[src/rtl/notas_pkg.sv]
`default_nettype none
// ============================================================================
// notas_pkg : shared note-bus widths, limits and player state encoding
// Revision  : 1.0
// ============================================================================
package notas_pkg;

    localparam int NUM_NOTAS = 12;
    localparam int VALOR_W   = 4;

    localparam logic [VALOR_W-1:0] VALOR_MAX = 4'd11;

    typedef enum logic [1:0] {
        OCIOSO = 2'd0,
        TOCA   = 2'd1,
        PAUSA  = 2'd2,
        FIM    = 2'd3
    } estado_t;

endpackage
`default_nettype wire

[src/rtl/encoder_valor_nota.sv]
`default_nettype none
// ============================================================================
// encoder_valor_nota : note value (0..11) to 12-bit one-hot note bus
// Revision           : 1.0
// ============================================================================
module encoder_valor_nota
    import notas_pkg::*;
(
    input  logic [VALOR_W-1:0]   valor,
    output logic [NUM_NOTAS-1:0] nota,
    output logic                 valido
);

    localparam logic [NUM_NOTAS-1:0] UM = NUM_NOTAS'(1);

    // Out-of-range values encode to silence so the bus can never carry two bits.
    always_comb begin
        valido = (valor <= VALOR_MAX);
        nota   = valido ? (UM << valor) : '0;
    end

endmodule
`default_nettype wire

[src/rtl/reprodutor_nota.sv]
`default_nettype none
// ============================================================================
// reprodutor_nota : plays one note on the one-hot bus, then a pause, then fim
// Revision        : 1.0
// ============================================================================
module reprodutor_nota
    import notas_pkg::*;
#(
    parameter int CICLOS_NOTA  = 1000,
    parameter int CICLOS_PAUSA = 250,
    parameter int CONT_W       = 16
) (
    input  logic                 clock,
    input  logic                 reset_n,
    input  logic                 iniciar,
    input  logic                 parar,
    input  logic [VALOR_W-1:0]   valor,
    output logic                 pronto,
    output logic [NUM_NOTAS-1:0] nota,
    output logic                 tocando,
    output logic                 fim,
    output logic                 erro
);

    localparam logic [CONT_W-1:0] CARGA_NOTA  = CONT_W'(CICLOS_NOTA - 1);
    localparam logic [CONT_W-1:0] CARGA_PAUSA = CONT_W'((CICLOS_PAUSA > 0) ? CICLOS_PAUSA - 1 : 0);

    estado_t               estado;
    logic [CONT_W-1:0]     contador;
    logic [NUM_NOTAS-1:0]  nota_enc;
    logic                  valido;

    encoder_valor_nota u_encoder (
        .valor  (valor),
        .nota   (nota_enc),
        .valido (valido)
    );

    // The one-hot nota register doubles as the latched note value.
    always_ff @(posedge clock or negedge reset_n) begin
        if (!reset_n) begin
            estado   <= OCIOSO;
            contador <= '0;
            nota     <= '0;
            tocando  <= 1'b0;
            fim      <= 1'b0;
            erro     <= 1'b0;
            pronto   <= 1'b1;
        end else begin
            fim  <= 1'b0;
            erro <= 1'b0;
            if (parar && (estado != OCIOSO)) begin
                estado   <= OCIOSO;
                contador <= '0;
                nota     <= '0;
                tocando  <= 1'b0;
                pronto   <= 1'b1;
            end else begin
                case (estado)
                    OCIOSO: begin
                        if (iniciar) begin
                            if (valido) begin
                                estado   <= TOCA;
                                contador <= CARGA_NOTA;
                                nota     <= nota_enc;
                                tocando  <= 1'b1;
                                pronto   <= 1'b0;
                            end else begin
                                erro <= 1'b1;
                            end
                        end
                    end
                    TOCA: begin
                        if (contador == '0) begin
                            nota    <= '0;
                            tocando <= 1'b0;
                            if (CICLOS_PAUSA > 0) begin
                                estado   <= PAUSA;
                                contador <= CARGA_PAUSA;
                            end else begin
                                estado <= FIM;
                                fim    <= 1'b1;
                            end
                        end else begin
                            contador <= contador - 1'b1;
                        end
                    end
                    PAUSA: begin
                        if (contador == '0) begin
                            estado <= FIM;
                            fim    <= 1'b1;
                        end else begin
                            contador <= contador - 1'b1;
                        end
                    end
                    FIM: begin
                        estado <= OCIOSO;
                        pronto <= 1'b1;
                    end
                    default: begin
                        estado <= OCIOSO;
                        pronto <= 1'b1;
                    end
                endcase
            end
        end
    end

endmodule
`default_nettype wire
[config.mk]
export PLATFORM = sky130hd
export DESIGN_NAME = reprodutor_nota
export DESIGN_NICKNAME = d
export VERILOG_FILES = /design/src/rtl/notas_pkg.sv /design/src/rtl/encoder_valor_nota.sv /design/src/rtl/reprodutor_nota.sv
export SDC_FILE = /design/constraint.sdc
export NUM_CORES = 1
export LEC_CHECK = 0
export ABC_CLOCK_PERIOD_IN_PS = 3200
export CAP_MARGIN = 10
export CORE_AREA = 2 2 68 57
export CTS_CLUSTER_DIAMETER = 50
export DETAILED_ROUTE_END_ITERATION = 7
export DIE_AREA = 0 0 70 59
export PLACE_DENSITY_LB_ADDON = 0.1
export SETUP_SLACK_MARGIN = 0.4
export SLEW_MARGIN = 15
export SYNTH_ARGS = -nofsm -noshare
export SYNTH_HDL_FRONTEND = slang
export SYNTH_SLANG_ARGS = --single-unit
[constraint.sdc]
create_clock -name clock -period 3.2 [get_ports clock]
set_input_delay 0.32 -clock clock [delete_from_list [all_inputs] [get_ports clock]]
set_output_delay 0.32 -clock clock [all_outputs]
set_load 0.05 [all_outputs]
# Word level (Yosys, flattened, before mapping)
# Index checks and enable logic that the tools add are counted.
# totals
ff_bits,34
# op_classes
add_sub_neg,1
order_cmp,1
n_mux,33
eq_ne,8
reduce_logical,11
shifts,1
# ops
op,n
16-bit 2-to-1 mux,5
12-bit 2-to-1 mux,4
16-bit one-hot mux with 3 select lines,1
12-bit one-hot mux with 2 select lines,1
16-bit logical NOT,1
"16-bit by 1-bit subtractor with 16-bit output, second input constant",1
1-bit 2-to-1 mux,14
"3-bit != test, second input constant",4
4-bit AND reduction,3
"1-bit by 4-bit << shifter with 12-bit output, first input constant",1
2-bit 2-to-1 mux,5
2-bit one-hot mux with 4 select lines,1
3-bit nonzero test,2
"2-bit == test, second input constant",2
"4-bit less-or-equal comparator, second input constant",1
1-bit one-hot mux with 2 select lines,2
4-bit nonzero test,1
"3-bit by 2-bit != test with 1-bit output, second input constant",1
3-bit AND reduction,1
"2-bit by 1-bit == test with 1-bit output, second input constant",1
2-bit logical NOT,1
2-bit nonzero test,1
1-bit logical AND,1

# Logic depth before layout (Yosys ltp)
# Gate-level depths: netlist of run 1.
# logic_depth
word_depth,5
ltp_mapped,9
mapped_depth_nobuf,7

# Cells and area by module
# A second synthesis of run 1 with hierarchy kept.
# hier_totals
cells_unflattened,198
area_unflattened_um2,2109.5
# modules_own_cells
mod,area_per_inst_um2,cells_each,seq_area_each_um2,n_inst
reprodutor_nota,1861.8,181,852.1,1
encoder_valor_nota,247.7,17,0.0,1

# Worst setup path before layout of run 1
# No wires, ideal clock.
# synth_timing
kind,register to register
start,reg estado[1]
end,reg contador[12]
stages_incl_launch_ff,9
setup_ns,0.078
required_ns,3.122
synth_period_minus_slack_ns,2.140
setup_slack_ns,1.060
arrival_ns,2.062
n_path_buf,1
cell_sequence,dfrtp_1 -> inv_1 -> ha_1 -> and3_1 -> clkbuf_1 -> a21oi_2 -> o2111a_1 -> or4b_1 -> a21oi_1
# synth_via
elab_chain_cells,4
# synth_rtl
element,line_no,rtl
"start, declared",reprodutor_nota.sv:28,estado_t estado;
"start signal, assigned",reprodutor_nota.sv:42,estado <= OCIOSO;
"start signal, assigned",reprodutor_nota.sv:53,estado <= OCIOSO;
"start signal, assigned",reprodutor_nota.sv:63,estado <= TOCA;
2-bit nonzero test,reprodutor_nota.sv:52,if (parar && (estado != OCIOSO)) begin
1-bit logical AND,reprodutor_nota.sv:52,
3-bit by 2-bit != test with 1-bit output (no line) (tied with other cells),--,
4-bit AND reduction (no line),--,
"end signal, assigned",reprodutor_nota.sv:85,contador <= contador - 1'b1;
"end signal, assigned",reprodutor_nota.sv:93,contador <= contador - 1'b1;
"end, declared",reprodutor_nota.sv:29,logic [CONT_W-1:0] contador;
# Several ways; a longest one is shown, not always the timed one.
# A chain may end at the register's enable or synchronous reset.

# Final worst setup path of run 1
# Same ends and word-level chain as after synthesis.

==> flow_summary.ini, run 1 <==
[global_route]
globalRoute.totalOverflow = 0
grt.busiest_layer = met2
antenna_found_initial = 0
grtUsageMet3 = 0.0816
grt_pass1_vias = 1784
globalRouteMet1Util = 0.354
grt.total_usage = 0.264
grt_max_degree = 35
grt_pass1_wl_mm = 8.47
use_met2 = 0.408

[worst_setup_path]
crit_arrival_ns = 2.86
cp-start-kind = register
cp_data_required_time_ns = 3.42
endpoint_kind = register
path_class = register to register
path_max_fanout = 11

[pwr]
internal_power_mw = 1.23
p_sw_mw = 1.25
power_density_nw_per_um2 = 1050
max-vdd-ir-drop_uv = 504
seqPwrFrac = 0.286
pwr-share-comb = 0.577
power_leakage_nw = 0.988
clkPwrFrac = 0.138
p_sw_frac = 0.504

[outcome]
status = finished clean

[synth]
netlist_area_um2 = 2020
synth_edf_count = 0
ys_seq_area_frac = 0.422
ys_types = 47
async_reset_ff_frac = 1.00
syn_inst = 227
synth_seq_cells = 34
synth_fp_nets = 241
synth_area_per_cell_um2 = 8.89
synth_ff_type = dfrtp_1
yosysWarnings = 0

[timing]
skew_ns = 0.00524
tightest_slew_ns = 0.886
finalHoldViolCount = 0
slew_headroom = 0.409
slew_viol_final = 0
rsz0062_at_grt = false
fin_crit_ns = 2.64
fin_crit_sh = 0.826
setup_tns_ns = 0
timing.fmax_ghz = 0.378
setup_violations = 0
layout_setup_ws_ns = 0.557

[clock_network]
cts_made_buffers = 5
cts_root_buf = clkbuf_8
postCtsSetupBuffers = 0
cts_tree = built
ctsHoldBuffers = 0
cts.sinks = 34
htreeDepth = 2
clkTransAtPathRegs_ns = 0.07
clkLatencyLatePin_ns = 0.30
ctsResizeCount = 0
clk_path_buf_depth = 2

[placed_design]
place_ws_ns = 0.560
placed_cells = 283
place_congestion = 0.916
dp_hpwl_mm = 3.64
port_buffers = 23

[detailed_routing]
via_per_inst = 6.71
ant_nets = 0
vias = 1952
drc_errors = 0
drt_first_iter_violations = 322
first_pass_iters = 5
wire_per_inst_um = 17.8
wl_mm = 5.17

[die]
coreArea_um2 = 3380
rows = 19
pin_count = 24
die_h_um = 59
start_util = 0.598
dieArea_um2 = 4130
die_width_um = 70

[final_layout]
final_util = 0.701
stdcell_count = 291
area_delta_synth_final_pct = 17.2
layout-drive-gt1-share = 0.0803
fillerInstances = 265
n_antenna_cell = 0
layout.nets = 262

[min_path]
hold_path_class = input port to async pin

[flow_run]
cap_violations = 0
-- cell usage in the layout, fill, tap and decap left out, types with 3 or more instances in the layout --
cell type,Yosys,routed
o31ai_1,10,10
a22o_1,5,5
nand2b_1,3,3
clkdlybuf4s50_1,0,23
or4_1,3,3
or3_1,5,5
inv_1,9,9
a21oi_1,12,12
nor2_1,17,17
ha_1,6,6
nand3_1,7,7
buf_4,0,3
o41ai_1,5,5
nand3b_1,3,3
and3_1,3,3
clkbuf_8,0,6
nand2_1,29,29
nor3_1,5,5
a21o_1,4,4
dfrtp_1,33,33
o21ai_0,20,20
nor4_1,3,3
-- state kept, by name, summed over array words and instances, names as in the netlist --
register	flops
nota	12
tocando	1
fim	1
erro	1
pronto	1
estado	2
contador	16
-- synthesized netlist by cell type (all sizes together) (2+ instances only) --
master  instances  area share
nor2           17       0.032
inv             9       0.017
and3b           2      0.0087
ha              6       0.037
a22o            5       0.022
nand3b          3       0.011
nand2b          3      0.0093
a21o            4       0.015
clkbuf         10       0.019
nand2          30       0.057
o41ai           5       0.022
o211ai          2      0.0074
o22ai           2      0.0062
or4             5       0.022
buf             2      0.0074
nand3           7       0.017
a21oi          14       0.038
nand4           2      0.0062
or3             5       0.015
o21ai          20       0.050
and4            2      0.0087
nor4            4       0.020
and3            3      0.0093
a311oi          2      0.0087
o21a            2      0.0074
nor3            5       0.012
dfrtp          33        0.41
o31ai          10       0.037
-- cells by family after synthesis --
| family | count (synthesis) | synth area share |
|---|---|---|
| buffers and inverters | 21 | 0.0434 |
| flip-flops | 34 | 0.422 |
| AO/OA/AOI/OAI | 73 | 0.248 |
| adder cells (fa/ha/maj) | 6 | 0.0372 |
| AND/OR/NAND/NOR | 93 | 0.249 |
-- metal layers --
layer | part of all wire | wire [um] | vias to the layer above
met3 | 0.081 | 418 | 8
met5 | 0 | 0 | -
met2 | 0.46 | 2400 | 115
li1 | - | - | 891
met4 | 0.0066 | 34 | 0
met1 | 0.45 | 2320 | 938
-- power groups by stage --
stage | Combinational [mW] | Sequential, mW | Clock (mW)
floorplan | 0.913 | 0.814 | 0
global placement | 1.34 | 0.696 | 0
detailed placement | 1.39 | 0.707 | 0
CTS | 1.40 | 0.701 | 0.341
global route | 1.54 | 0.726 | 0.366
finish | 1.43 | 0.709 | 0.342
-- worst max-delay path: stages, from the launching register on --
cell,delay [ns]
dfrtp_1,0.46
inv_1,0.15
ha_1,0.43
nand2b_1,0.31
nand2_1,0.15
o211ai_1,0.57
buf_4,0.27
o31ai_1,0.09
a21oi_1,0.16
-- final timing paths --
kind | from | to | slack, ns | cells after the start
hold / removal | reset_n | contador[4]$_DFFE_PN0P_ | 0.44 | 2
max in group asynchronous | reset_n | pronto$_DFFE_PN1P_ | 2.42 | 2
hold reg to reg | nota[8]$_DFFE_PN0P_ | nota[8]$_DFFE_PN0P_ | 0.48 | 2
setup reg to reg | estado[1]$_DFFE_PN0P_ | contador[12]$_DFFE_PN0P_ | 0.56 | 8
setup / recovery | estado[1]$_DFFE_PN0P_ | contador[12]$_DFFE_PN0P_ | 0.56 | 8
min in group clock | nota[8]$_DFFE_PN0P_ | nota[8]$_DFFE_PN0P_ | 0.48 | 2
-- per-stage QoR --
stage	cell area [um2]	hold WS, ns	total power, mW
3_3_place_gp	2270	0.459	2.04
4_1_cts	2360	0.455	2.45
6_report	2360	0.437	2.48
2_1_floorplan	2020	0.0244	1.73
5_1_grt	2360	0.499	2.63
3_5_place_dp	2270	0.467	2.10
-- area by class of cell --
class,count,area (um2),share of cell area
flip-flops and latches,34,852,0.360
repair buffers,26,253,0.107
well taps,42,52.6,0.0222
clock inverters,2,12.5,0.00529
multi-input cells,172,1080,0.456
clock buffers,6,82.6,0.0349
inverters,9,33.8,0.0143
Power figures use the tool's default switching activity.
==> run 2: changes to the inputs <==
--- a/config.mk
+++ b/config.mk
@@ -5,12 +5,12 @@
 export SDC_FILE = /design/constraint.sdc
 export NUM_CORES = 1
 export LEC_CHECK = 0
-export ABC_CLOCK_PERIOD_IN_PS = 3200
+export ABC_CLOCK_PERIOD_IN_PS = 2700
 export CAP_MARGIN = 10
-export CORE_AREA = 2 2 68 57
+export CORE_AREA = 2 2 71 60
 export CTS_CLUSTER_DIAMETER = 50
 export DETAILED_ROUTE_END_ITERATION = 7
-export DIE_AREA = 0 0 70 59
+export DIE_AREA = 0 0 73 62
 export PLACE_DENSITY_LB_ADDON = 0.1
 export SETUP_SLACK_MARGIN = 0.4
 export SLEW_MARGIN = 15
==> constraint.sdc (replaced) <==
create_clock -name clock -period 2.7 [get_ports clock]
set_input_delay 0.27 -clock clock [delete_from_list [all_inputs] [get_ports clock]]
set_output_delay 0.27 -clock clock [all_outputs]
set_load 0.05 [all_outputs]
==> flow_summary.ini, run 2 (synthesis results as in run 1) <==
[timing]
setup_violations = 0
fin_crit_sh = 0.820
slew_headroom = 0.381
fin_crit_ns = 2.21
rsz0062_at_grt = false
setup_tns_ns = 0
hold_ws_ns = 0.398
tightest_slew_ns = 0.919
skew_ns = 0.00319
slew_viol_final = 0
finalHoldViolCount = 0
timing.fmax_ghz = 0.452

[worst_setup_path]
path_class = register to register
max_stage_delay_ns = 0.75
path_max_fanout = 12
cp_data_required_time_ns = 2.86
path_cells = inv_1, o21ai_0, o221ai_4, o41ai_1
cp-start-kind = register
endpoint_kind = register
crit_arrival_ns = 2.38
cpMaxStageDelayCell = o21ai_0

[clock_network]
cts_made_buffers = 5
cts_tree = built
clkLatencyLatePin_ns = 0.28
cts.sinks = 34
ctsHoldBuffers = 0
htreeDepth = 2
clkTransAtPathRegs_ns = 0.07
cts_root_buf = clkbuf_8
clk_path_buf_depth = 2

[die]
die_width_um = 73
pin_count = 24
start_util = 0.516
rows = 21
die_h_um = 62
dieArea_um2 = 4530
coreArea_um2 = 3920

[pwr]
report.power.total_mw = 3.22
power_density_nw_per_um2 = 1260
clkPwrFrac = 0.124
pwr-share-comb = 0.617
power_leakage_nw = 1.05
p_sw_frac = 0.486
internal_power_mw = 1.65
max-vdd-ir-drop_uv = 694
p_sw_mw = 1.56
seqPwrFrac = 0.260

[detailed_routing]
first_pass_iters = 4
ant_nets = 0
wire_per_inst_um = 17.1
drc_errors = 0
via_per_inst = 6.17
wl_mm = 5.26
drt_first_iter_violations = 177
vias = 1900

[placed_design]
placed_cells = 292
port_buffers = 23
place_congestion = 0.827
dp_hpwl_mm = 3.48

[final_layout]
regMostFlops = contador
final_cell_mix = dfrtp_1, nand2_1, clkdlybuf4s50_1
layout.nets = 275
largest_reg_flops = 16
layout-drive-gt1-share = 0.160
final_common_cell = dfrtp_1
final_util = 0.652
stdcell_count = 308
top_regs = contador (16), nota (12), estado (2)
n_antenna_cell = 0
area_delta_synth_final_pct = 26.5

[min_path]
hold_path_class = input port to async pin

[global_route]
grt_max_degree = 35
grt.total_usage = 0.233
antenna_found_initial = 0
grt_pass1_wl_mm = 8.06
globalRoute.totalOverflow = 0
grt_pass1_vias = 1625

[flow_run]
cap_violations = 0

[outcome]
status = finished clean
[run 2: changes by cell type in the layout (fill, tap and decap cells not counted), moves of 2 or more]
cell,before,now
buf_4,3,15
dfrtp_1,33,31
dfrtp_2,0,2
ha_1,6,4
ha_4,0,2
o221ai_4,0,2
[run 2: worst paths after layout]
kind	cells past startpoint	slack, ns	start	to
min in group clock	2	0.48	nota[3]$_DFFE_PN0P_	nota[3]$_DFFE_PN0P_
min reg2reg	2	0.48	nota[3]$_DFFE_PN0P_	nota[3]$_DFFE_PN0P_
max	4	0.49	estado[0]$_DFFE_PN0P_	nota[8]$_DFFE_PN0P_
max reg2reg	4	0.49	estado[0]$_DFFE_PN0P_	nota[8]$_DFFE_PN0P_
max in group asynchronous	2	1.96	reset_n	estado[1]$_DFFE_PN0P_
min	2	0.40	reset_n	contador[11]$_DFFE_PN0P_
[run 2: power groups by stage]
stage	clock network (mW)	logic, mW	registers (mW)
CTS	0.400	1.75	0.826
global route	0.421	2.17	0.865
finish	0.398	1.98	0.836
global placement	0	1.69	0.826
detailed placement	0	1.70	0.832
floorplan	0	1.08	0.965
[run 2: cell type report]
cell class,count,area [um2]
well taps,46,57.6
clock buffers,6,82.6
fillers,329,1360
repair buffers,38,343
inverters,9,33.8
clock inverters,2,12.5
multi-input cells,173,1170
flip-flops and latches,34,855
[run 2: repair_timing]
action,4_1_cts,5_1_grt
resized for setup,6,9
pin swaps,0,4
setup buffers,0,7
cloned,0,1
setup endpoints to repair,17,25
[run 2: per-layer routing]
metal / track usage / vias to the layer above / share of wire / wire length [um]
met4: 0.0556 / 0 / 0.0032 / 17
met5: 0 / - / 0 / 0
li1: - / 919 / - / -
met1: 0.375 / 927 / 0.51 / 2700
met2: 0.323 / 52 / 0.43 / 2280
met3: 0.0403 / 2 / 0.049 / 260
[run 2: critical path, delay by kind of cell (launching register included)]
family,cells,cell delay (ns)
AO/OA/AOI/OAI,3,1.53
buffers and inverters,1,0.14
flip-flops,1,0.42
[run 2: per-stage QoR]
stage / cell area, um2 / worst slack, ns
2_1_floorplan: 2020 / 0.560
3_3_place_gp: 2310 / 0.261
3_5_place_dp: 2310 / 0.112
4_1_cts: 2440 / 0.413
5_1_grt: 2550 / 0.335
6_report: 2550 / 0.487
